## config.mk

```make
export PLATFORM = sky130hd
export DESIGN_NAME = activity_trace_recorder
export DESIGN_NICKNAME = d
export VERILOG_FILES = /design/src/rtl/trace_pkg.sv /design/src/rtl/trace_fifo.sv /design/src/rtl/activity_trace_recorder.sv
export SDC_FILE = /design/constraint.sdc
export NUM_CORES = 1
export LEC_CHECK = 0
export CAP_MARGIN = 20
export CORE_ASPECT_RATIO = 0.75
export CORE_UTILIZATION = 54
export CTS_CLUSTER_DIAMETER = 50
export DETAILED_ROUTE_END_ITERATION = 10
export PLACE_DENSITY = 0.87
export SLEW_MARGIN = 30
export SYNTH_ARGS = -nofsm -noshare
export SYNTH_HDL_FRONTEND = slang
export SYNTH_SLANG_ARGS = --single-unit
```

## constraint.sdc

```tcl
create_clock -name clk -period 5.1 [get_ports clk]
set_input_delay 1.02 -clock clk [delete_from_list [all_inputs] [get_ports clk]]
set_output_delay 1.02 -clock clk [all_outputs]
set_load 0.03 [all_outputs]
```

## src/rtl/trace_pkg.sv

```systemverilog
// Shared definitions for the activity trace recorder.
//   - Default parameter values for the recorder.
//   - entry_w(): width of one packed trace entry {ch_id, timestamp, addr, data}.
//   - trace_entry_t: packed entry layout at the default widths. Use it when
//     building or decoding entries outside the parameterised top.
package trace_pkg;

    localparam int NUM_CH_DEF = 4;
    localparam int DATA_W_DEF = 16;
    localparam int ADDR_W_DEF = 6;
    localparam int TS_W_DEF   = 16;
    localparam int DEPTH_DEF  = 16;
    localparam int DROP_W     = 16;

    // ch_id occupies the MSBs, followed by timestamp, address and data.
    function automatic int entry_w(input int num_ch, input int ts_w,
                                   input int addr_w, input int data_w);
        return $clog2(num_ch) + ts_w + addr_w + data_w;
    endfunction

    typedef struct packed {
        logic [$clog2(NUM_CH_DEF)-1:0] ch_id;
        logic [TS_W_DEF-1:0]           ts;
        logic [ADDR_W_DEF-1:0]         addr;
        logic [DATA_W_DEF-1:0]         data;
    } trace_entry_t;

endpackage

```

## src/rtl/trace_fifo.sv

```systemverilog
// Show-ahead FIFO for trace entries.
// Ports:
//   clk, rst_n       clock and asynchronous active-low reset
//   i_clear          synchronous flush; it takes priority over push and pop
//   i_push, i_data   write request and its entry; ignored when full unless
//                    a pop happens in the same cycle
//   i_pop            read request; ignored when empty
//   o_valid, o_data  head entry, valid whenever the FIFO is not empty
//   o_full           all DEPTH entries are in use
//   o_count          number of entries held
// DEPTH must be a power of two so the pointers can wrap naturally.
module trace_fifo #(
    parameter  int DEPTH = 16,
    parameter  int WIDTH = 40,
    localparam int AW    = $clog2(DEPTH)
) (
    input  logic             clk,
    input  logic             rst_n,
    input  logic             i_clear,
    input  logic             i_push,
    input  logic [WIDTH-1:0] i_data,
    input  logic             i_pop,
    output logic             o_valid,
    output logic [WIDTH-1:0] o_data,
    output logic             o_full,
    output logic [AW:0]      o_count
);

    logic [WIDTH-1:0] r_mem [DEPTH];
    logic [AW-1:0]    r_wr_ptr;
    logic [AW-1:0]    r_rd_ptr;
    logic [AW:0]      r_count;

    logic w_empty;
    logic w_full;
    logic w_do_push;
    logic w_do_pop;

    assign w_empty   = (r_count == '0);
    assign w_full    = (r_count == (AW+1)'(DEPTH));
    assign w_do_pop  = i_pop & ~w_empty;
    // When full, a simultaneous pop frees the slot being written. The head
    // is read combinationally before the edge, so the overwrite is safe.
    assign w_do_push = i_push & (~w_full | w_do_pop);

    always_ff @(posedge clk or negedge rst_n) begin
        if (!rst_n) begin
            r_wr_ptr <= '0;
            r_rd_ptr <= '0;
            r_count  <= '0;
        end else if (i_clear) begin
            r_wr_ptr <= '0;
            r_rd_ptr <= '0;
            r_count  <= '0;
        end else begin
            if (w_do_push) r_wr_ptr <= r_wr_ptr + 1'b1;
            if (w_do_pop)  r_rd_ptr <= r_rd_ptr + 1'b1;
            case ({w_do_push, w_do_pop})
                2'b10:   r_count <= r_count + 1'b1;
                2'b01:   r_count <= r_count - 1'b1;
                default: r_count <= r_count;
            endcase
        end
    end

    // The storage array has no reset; the pointers alone define what is valid.
    always_ff @(posedge clk) begin
        if (w_do_push && !i_clear) r_mem[r_wr_ptr] <= i_data;
    end

    assign o_valid = ~w_empty;
    assign o_data  = r_mem[r_rd_ptr];
    assign o_full  = w_full;
    assign o_count = r_count;

endmodule

```

## src/rtl/activity_trace_recorder.sv

```systemverilog
// Activity trace recorder: captures per-channel events (register-file ports,
// sequencer PCs, SRAM write ports) with an execution-cycle timestamp. Each
// event is first held in a one-entry slot per channel. A round-robin arbiter
// then moves it into a show-ahead FIFO.
// Ports:
//   clk, rst_n       clock and asynchronous active-low reset
//   enable           capture enable; it also gates the cycle counter
//   clear            synchronous flush of all trace state
//   ch_mask          per-channel capture enable
//   change_only      per-channel: log only when the data differs from the
//                    last logged value
//   ev_valid/addr/data  per-channel event strobes and packed payloads,
//                    with channel 0 in the LSBs
//   out_valid/ready/entry  valid/ready stream of {ch_id, ts, addr, data}
//   fifo_count       number of entries in the FIFO
//   drop_count       events lost because their slot was busy; saturates
//   cycle_count      execution cycle counter, which also supplies the timestamp
// Handshake: an entry transfers on a rising edge where out_valid and
// out_ready are both high. out_entry holds steady while out_valid is high
// and out_ready is low.
module activity_trace_recorder
    import trace_pkg::*;
#(
    parameter  int NUM_CH  = NUM_CH_DEF,
    parameter  int DATA_W  = DATA_W_DEF,
    parameter  int ADDR_W  = ADDR_W_DEF,
    parameter  int TS_W    = TS_W_DEF,
    parameter  int DEPTH   = DEPTH_DEF,
    localparam int CH_W    = $clog2(NUM_CH),
    localparam int ENTRY_W = entry_w(NUM_CH, TS_W, ADDR_W, DATA_W),
    localparam int CNT_W   = $clog2(DEPTH) + 1
) (
    input  logic                     clk,
    input  logic                     rst_n,
    input  logic                     enable,
    input  logic                     clear,
    input  logic [NUM_CH-1:0]        ch_mask,
    input  logic [NUM_CH-1:0]        change_only,
    input  logic [NUM_CH-1:0]        ev_valid,
    input  logic [NUM_CH*ADDR_W-1:0] ev_addr,
    input  logic [NUM_CH*DATA_W-1:0] ev_data,
    output logic                     out_valid,
    input  logic                     out_ready,
    output logic [ENTRY_W-1:0]       out_entry,
    output logic [CNT_W-1:0]         fifo_count,
    output logic [DROP_W-1:0]        drop_count,
    output logic [TS_W-1:0]          cycle_count
);

    // Pending slots and last-logged values
    logic [NUM_CH-1:0] r_pend;
    logic [NUM_CH-1:0] r_has_last;
    logic [TS_W-1:0]   r_slot_ts   [NUM_CH];
    logic [ADDR_W-1:0] r_slot_addr [NUM_CH];
    logic [DATA_W-1:0] r_slot_data [NUM_CH];
    logic [DATA_W-1:0] r_last_data [NUM_CH];

    logic [CH_W-1:0]   r_rr_ptr;
    logic [TS_W-1:0]   r_cycle;
    logic [DROP_W-1:0] r_drop;

    logic [CH_W:0]        w_scan;
    logic                 w_grant_found;
    logic [CH_W-1:0]      w_grant_idx;
    logic                 w_grant_valid;
    logic [NUM_CH-1:0]    w_granted;
    logic [NUM_CH-1:0]    w_qual;
    logic [NUM_CH-1:0]    w_drop_vec;
    logic [CH_W:0]        w_drop_inc;
    logic [DROP_W:0]      w_drop_sum;
    logic                 w_fifo_full;
    logic                 w_fifo_pop;
    logic                 w_can_push;
    logic [ENTRY_W-1:0]   w_push_data;

    assign w_fifo_pop = out_valid & out_ready;
    // A full FIFO still accepts a grant when the head leaves in the same cycle.
    assign w_can_push = ~w_fifo_full | w_fifo_pop;

    // Round-robin search. It starts at r_rr_ptr, which is the channel after
    // the last grant, and wraps at NUM_CH-1.
    always_comb begin
        w_scan        = '0;
        w_grant_found = 1'b0;
        w_grant_idx   = '0;
        for (int i = 0; i < NUM_CH; i++) begin
            w_scan = {1'b0, r_rr_ptr} + (CH_W+1)'(i);
            if (w_scan >= (CH_W+1)'(NUM_CH)) w_scan = w_scan - (CH_W+1)'(NUM_CH);
            if (!w_grant_found && r_pend[w_scan[CH_W-1:0]]) begin
                w_grant_found = 1'b1;
                w_grant_idx   = w_scan[CH_W-1:0];
            end
        end
    end

    assign w_grant_valid = w_grant_found & w_can_push;

    // Event qualification and drop detection. A slot being granted this cycle
    // counts as free, so a back-to-back event on that channel is not lost.
    always_comb begin
        w_qual     = '0;
        w_granted  = '0;
        w_drop_vec = '0;
        w_drop_inc = '0;
        for (int c = 0; c < NUM_CH; c++) begin
            w_granted[c]  = w_grant_valid && (w_grant_idx == CH_W'(c));
            w_qual[c]     = enable & ch_mask[c] & ev_valid[c] &
                            (~change_only[c] | ~r_has_last[c] |
                             (ev_data[c*DATA_W +: DATA_W] != r_last_data[c]));
            w_drop_vec[c] = w_qual[c] & r_pend[c] & ~w_granted[c];
            w_drop_inc    = w_drop_inc + (CH_W+1)'(w_drop_vec[c]);
        end
    end

    assign w_drop_sum  = {1'b0, r_drop} + (DROP_W+1)'(w_drop_inc);
    assign w_push_data = {w_grant_idx, r_slot_ts[w_grant_idx],
                          r_slot_addr[w_grant_idx], r_slot_data[w_grant_idx]};

    always_ff @(posedge clk or negedge rst_n) begin
        if (!rst_n) begin
            r_pend     <= '0;
            r_has_last <= '0;
            for (int c = 0; c < NUM_CH; c++) begin
                r_slot_ts[c]   <= '0;
                r_slot_addr[c] <= '0;
                r_slot_data[c] <= '0;
                r_last_data[c] <= '0;
            end
        end else if (clear) begin
            r_pend     <= '0;
            r_has_last <= '0;
        end else begin
            for (int c = 0; c < NUM_CH; c++) begin
                if (w_qual[c] && (!r_pend[c] || w_granted[c])) begin
                    r_pend[c]      <= 1'b1;
                    r_slot_ts[c]   <= r_cycle;
                    r_slot_addr[c] <= ev_addr[c*ADDR_W +: ADDR_W];
                    r_slot_data[c] <= ev_data[c*DATA_W +: DATA_W];
                    r_last_data[c] <= ev_data[c*DATA_W +: DATA_W];
                    r_has_last[c]  <= 1'b1;
                end else if (w_granted[c]) begin
                    r_pend[c] <= 1'b0;
                end
            end
        end
    end

    always_ff @(posedge clk or negedge rst_n) begin
        if (!rst_n) begin
            r_rr_ptr <= '0;
            r_cycle  <= '0;
            r_drop   <= '0;
        end else if (clear) begin
            r_rr_ptr <= '0;
            r_cycle  <= '0;
            r_drop   <= '0;
        end else begin
            if (enable) r_cycle <= r_cycle + 1'b1;
            if (w_grant_valid) begin
                if (w_grant_idx == CH_W'(NUM_CH - 1)) r_rr_ptr <= '0;
                else                                  r_rr_ptr <= w_grant_idx + 1'b1;
            end
            if (w_drop_inc != '0) begin
                r_drop <= w_drop_sum[DROP_W] ? '1 : w_drop_sum[DROP_W-1:0];
            end
        end
    end

    trace_fifo #(
        .DEPTH (DEPTH),
        .WIDTH (ENTRY_W)
    ) u_fifo (
        .clk     (clk),
        .rst_n   (rst_n),
        .i_clear (clear),
        .i_push  (w_grant_valid),
        .i_data  (w_push_data),
        .i_pop   (out_ready),
        .o_valid (out_valid),
        .o_data  (out_entry),
        .o_full  (w_fifo_full),
        .o_count (fifo_count)
    );

    assign drop_count  = r_drop;
    assign cycle_count = r_cycle;

endmodule

```

==> impl_metrics.prom <==
# TYPE chip_impl_metric gauge
chip_impl_info{name="tritoncts_clock_tree",value="built"} 1
chip_impl_metric{name="cts_max_level",unit=""} 3
chip_impl_metric{name="syn-instance-count",unit=""} 1916
chip_impl_metric{name="fin_util",unit="%"} 65.0
chip_impl_metric{name="place.port_buffers",unit=""} 182
chip_impl_metric{name="die_area",unit="um^2"} 65100
chip_impl_metric{name="syn_area_per_cell",unit="um^2"} 18.1
chip_impl_metric{name="antenna_violating_nets_post_route",unit=""} 0
chip_impl_metric{name="power_density",unit="nW/um^2"} 440
chip_impl_metric{name="final_cell_area",unit="um^2"} 40700
chip_impl_metric{name="final_period_minus_worst_setup_slack",unit="ns"} 5.04
chip_impl_metric{name="placedCellCount",unit=""} 2930
chip_impl_info{name="crit_path_end_kind",value="flop"} 1
chip_impl_info{name="synth_top_flop_cell",value="sky130_fd_sc_hd__edfxtp_1"} 1
chip_impl_metric{name="hold_buffers",unit=""} 0
chip_impl_info{name="synthMostInstantiatedCell",value="sky130_fd_sc_hd__edfxtp_1"} 1
chip_impl_metric{name="ys_seq_elements",unit=""} 847
chip_impl_metric{name="grt_first_pass_wirelength",unit="um"} 132000
chip_impl_info{name="path_cells",value="clkdlybuf4s50_1 > xnor2_1 > nand3_1 > or4_4 > o21ai_4 > nor2_2 > fa_1 > ha_4 > ha_4 > inv_1 > fa_2 > nand2b_4 > a211o_1 > or4_4 > and2_4 > a311oi_2"} 1
chip_impl_metric{name="die_height",unit="um"} 221
chip_impl_metric{name="yosysUniqueCellTypes",unit=""} 51
chip_impl_info{name="timing.hold.worst.class",value="in2async"} 1
chip_impl_metric{name="wirelength",unit="um"} 89600
chip_impl_metric{name="max-vdd-ir-drop",unit="mV"} 0.389
chip_impl_metric{name="crit_path_max_fanout",unit=""} 5
chip_impl_metric{name="area_delta_synth_final",unit="%"} 17.6
chip_impl_metric{name="leakage",unit="nW"} 14.1
chip_impl_info{name="critPathSlowestCell",value="sky130_fd_sc_hd__or4_4"} 1
chip_impl_metric{name="io_pins",unit=""} 183
chip_impl_metric{name="hpwlAfterDp",unit="um"} 50500
chip_impl_metric{name="placement_cell_area",unit="um^2"} 38100
chip_impl_info{name="synth_top_cell_by_area",value="sky130_fd_sc_hd__edfxtp_1"} 1
chip_impl_metric{name="initial_utilization",unit="%"} 55.2
chip_impl_metric{name="placement.setup.worst_slack",unit="ns"} -1.15
chip_impl_info{name="clockRootBuffer",value="sky130_fd_sc_hd__clkbuf_16"} 1
chip_impl_metric{name="via_per_inst",unit=""} 6.50
chip_impl_metric{name="worstMarginPinSlew",unit="ns"} 0.959
chip_impl_metric{name="clkTransAtPathRegs",unit="ns"} 0.06
chip_impl_metric{name="worstPathArrival",unit="ns"} 5.59
chip_impl_info{name="cp-start-kind",value="input pin"} 1
chip_impl_metric{name="syn_nets",unit=""} 2039
chip_impl_metric{name="timing.critical_path.required",unit="ns"} 5.65
chip_impl_metric{name="grt_util_all_layers",unit="%"} 27.8
chip_impl_metric{name="layout-drive-gt1-share",unit="%"} 28.1
chip_impl_metric{name="drt_iter0_markers",unit=""} 2357
chip_impl_metric{name="routed_wire_length_per_instance",unit="um"} 29.2
chip_impl_metric{name="overall_via_count_from_detail_route",unit=""} 20000
chip_impl_info{name="crit_type",value="in2reg"} 1
chip_impl_metric{name="routability_congestion_estimate_from_global_placement",unit=""} 0.866
chip_impl_metric{name="n_fill_cell",unit=""} 3920
chip_impl_metric{name="cap_violations",unit=""} 0
chip_impl_metric{name="synthArstFlopShare",unit="%"} 24.4
chip_impl_metric{name="pin_count_of_the_biggest_net_entering_global_routing",unit=""} 113
chip_impl_metric{name="ys_warn_count",unit=""} 0
chip_impl_metric{name="core-area",unit="um^2"} 62700
chip_impl_metric{name="fmax",unit="MHz"} 198
chip_impl_metric{name="placementRows",unit=""} 79
chip_impl_info{name="synth_common_cells",value="640 x sky130_fd_sc_hd__edfxtp_1, 207 x sky130_fd_sc_hd__dfrtp_1, 200 x sky130_fd_sc_hd__mux4_2"} 1
chip_impl_metric{name="die_width",unit="um"} 294
chip_impl_metric{name="area_fraction_of_the_dominant_cell_type_after_synthesis",unit="%"} 55.5
chip_impl_metric{name="fin_ws",unit="ns"} 0.0593
chip_impl_metric{name="syn-cell-area",unit="um^2"} 34600
chip_impl_metric{name="number_of_global_route_vias_before_repair",unit=""} 20700
chip_impl_metric{name="relative_slew_slack",unit="%"} 36.1
chip_impl_metric{name="grt_antenna_before_repair",unit=""} 1
chip_impl_metric{name="drt-pass1-iter-count",unit=""} 6
chip_impl_metric{name="total_congestion_overflow",unit=""} 0
chip_impl_metric{name="count_of_nets_after_finishing",unit=""} 2287
chip_impl_metric{name="ys_seq_area_share",unit="%"} 70.5
chip_impl_info{name="synth.area.top_cells",value="sky130_fd_sc_hd__edfxtp_1 56%, sky130_fd_sc_hd__dfrtp_1 15%, sky130_fd_sc_hd__mux4_2 13%"} 1
chip_impl_metric{name="num_antenna_cells",unit=""} 0
chip_impl_metric{name="clk_latency",unit="ns"} 0.64
chip_impl_metric{name="totalPowerFinal",unit="W"} 0.0179
chip_impl_metric{name="count_of_endpoints_failing_hold_in_the_final_timing_report",unit=""} 0
chip_impl_metric{name="cts.path.max_buffers",unit=""} 3
chip_impl_metric{name="setup_violations",unit=""} 0
chip_impl_metric{name="clock_sinks",unit=""} 847
chip_impl_metric{name="timing.clock.skew",unit="ns"} 0.0257
chip_impl_metric{name="drv_slew",unit=""} 0
chip_impl_metric{name="tritoncts.num_buffers",unit=""} 77
chip_impl_metric{name="final_cells",unit=""} 3073
chip_impl_metric{name="post-route-drc-count",unit=""} 0
chip_impl_metric{name="final.period_utilization",unit="%"} 98.8
chip_impl_metric{name="synth_edf_count",unit=""} 640
chip_impl_info{name="outcome",value="completed"} 1
chip_impl_metric{name="slowest_delay",unit="ns"} 0.57
## logic make-up (layout without fill, tap and decap cells)
family	Yosys count	after routing	synth area share (%)
AO/OA/AOI/OAI	118	118	2.20
XOR/XNOR	81	81	2.05
adder cells (fa/ha/maj)	18	18	0.716
buffers and inverters	128	434	1.49
flip-flops	847	847	70.5
multiplexers	356	356	18.1
AND/OR/NAND/NOR	368	369	4.99
## power breakdown
group | internal [W] | leakage [nW] | switching (W)
clock | 0.00310 | 1.18 | 0.00256
combinational | 0.00186 | 4.37 | 0.00209
sequential | 0.00800 | 8.53 | 0.000316
total | 0.0130 | 14.1 | 0.00497
## sequential cells by signal, summed over array words and instances (netlist names)
signal and cells:
u_fifo.r_mem 640, u_fifo.r_rd_ptr 4, r_slot_ts 64, r_slot_addr 24, r_pend 4, r_last_data 64, r_has_last 4, cycle_count 16
u_fifo.r_wr_ptr 4, r_rr_ptr 2, u_fifo.o_count 5, drop_count 16
## metal layers
| metal | wire (um) | share of wire, % | track usage (%) |
|---|---|---|---|
| met2 | 45500 | 51 | 46.6 |
| met4 | 3440 | 3.8 | 10.0 |
| met1 | 32500 | 36 | 36.3 |
| met3 | 8190 | 9.1 | 5.48 |
| met5 | 7 | 0.0078 | 0 |
## critical path: cells and delay by family
| family | cells | cell delay [ns] |
|---|---|---|
| and+or+nand+nor | 6 | 1.67 |
| adders and majority gates | 4 | 1.35 |
| AOI/OAI and AO/OA | 3 | 0.75 |
| buffers and inverters | 2 | 0.51 |
| xor gates and xnor gates | 1 | 0.27 |
## path summary, 6_finish.rpt
| kind | startpoint | to | slack [ns] | depth (start not counted) |
|---|---|---|---|---|
| max in group asynchronous | rst_n | r_slot_addr[4] | 3.52 | 2 |
| hold reg to reg | r_slot_addr[15] | r_slot_addr[15] | 0.50 | 1 |
| setup reg to reg | r_last_data[32] | drop_count[7] | 0.24 | 17 |
| hold / removal | rst_n | r_slot_ts[58] | 0.43 | 1 |
| setup / recovery | ev_data[18] | drop_count[7] | 0.06 | 16 |
| min in group clk | r_slot_addr[15] | r_slot_addr[15] | 0.50 | 1 |
## per-stage QoR
step           TNS, ns  hold slack [ns]
5_1_grt        -0.0142            0.511
3_3_place_gp    -13.51            0.474
6_report             0            0.427
2_1_floorplan        0            0.464
4_1_cts              0            0.505
3_5_place_dp    -14.97            0.490
## placed cells by master, fill, tap and decap left out, types with 7 or more instances in the layout
cell and instances:
sky130_fd_sc_hd__and3_1 45, sky130_fd_sc_hd__inv_1 19, sky130_fd_sc_hd__nand4_1 17, sky130_fd_sc_hd__ha_1 13, sky130_fd_sc_hd__xor2_1 41, sky130_fd_sc_hd__or3_1 10
sky130_fd_sc_hd__buf_4 78, sky130_fd_sc_hd__clkbuf_8 7, sky130_fd_sc_hd__clkinv_1 11, sky130_fd_sc_hd__clkinv_2 8, sky130_fd_sc_hd__mux2_2 144, sky130_fd_sc_hd__nand3_1 13
sky130_fd_sc_hd__mux2_1 9, sky130_fd_sc_hd__edfxtp_1 640, sky130_fd_sc_hd__o21ai_0 13, sky130_fd_sc_hd__clkbuf_16 80, sky130_fd_sc_hd__clkbuf_1 18, sky130_fd_sc_hd__mux4_2 200
sky130_fd_sc_hd__a31oi_2 25, sky130_fd_sc_hd__buf_12 13, sky130_fd_sc_hd__a21oi_1 28, sky130_fd_sc_hd__clkdlybuf4s50_1 173, sky130_fd_sc_hd__dfrtp_1 203, sky130_fd_sc_hd__xnor2_1 39
sky130_fd_sc_hd__nor2_1 44, sky130_fd_sc_hd__nor3_1 14, sky130_fd_sc_hd__a31oi_1 16, sky130_fd_sc_hd__nand2_1 177
## area by class of cell
class                           instances  area (um^2)  share of cell area (%)
Sequential cell                       847        24400                    60.0
Multi-Input combinational cell        942        10000                    24.6
Timing Repair Buffer                  275         2720                    6.67
Clock buffer                          105         2170                    5.32
Tap cell                              850         1060                    2.61
Clock inverter                         33          248                   0.608
Inverter                               21         78.8                   0.194
## timing repair
item,4_1_cts,5_1_grt
resized for setup,9,20
pin swaps,2,18
cloned,1,0
setup endpoints to repair,13,12
buffers inserted,0,4
Power figures use the tool's default switching activity.
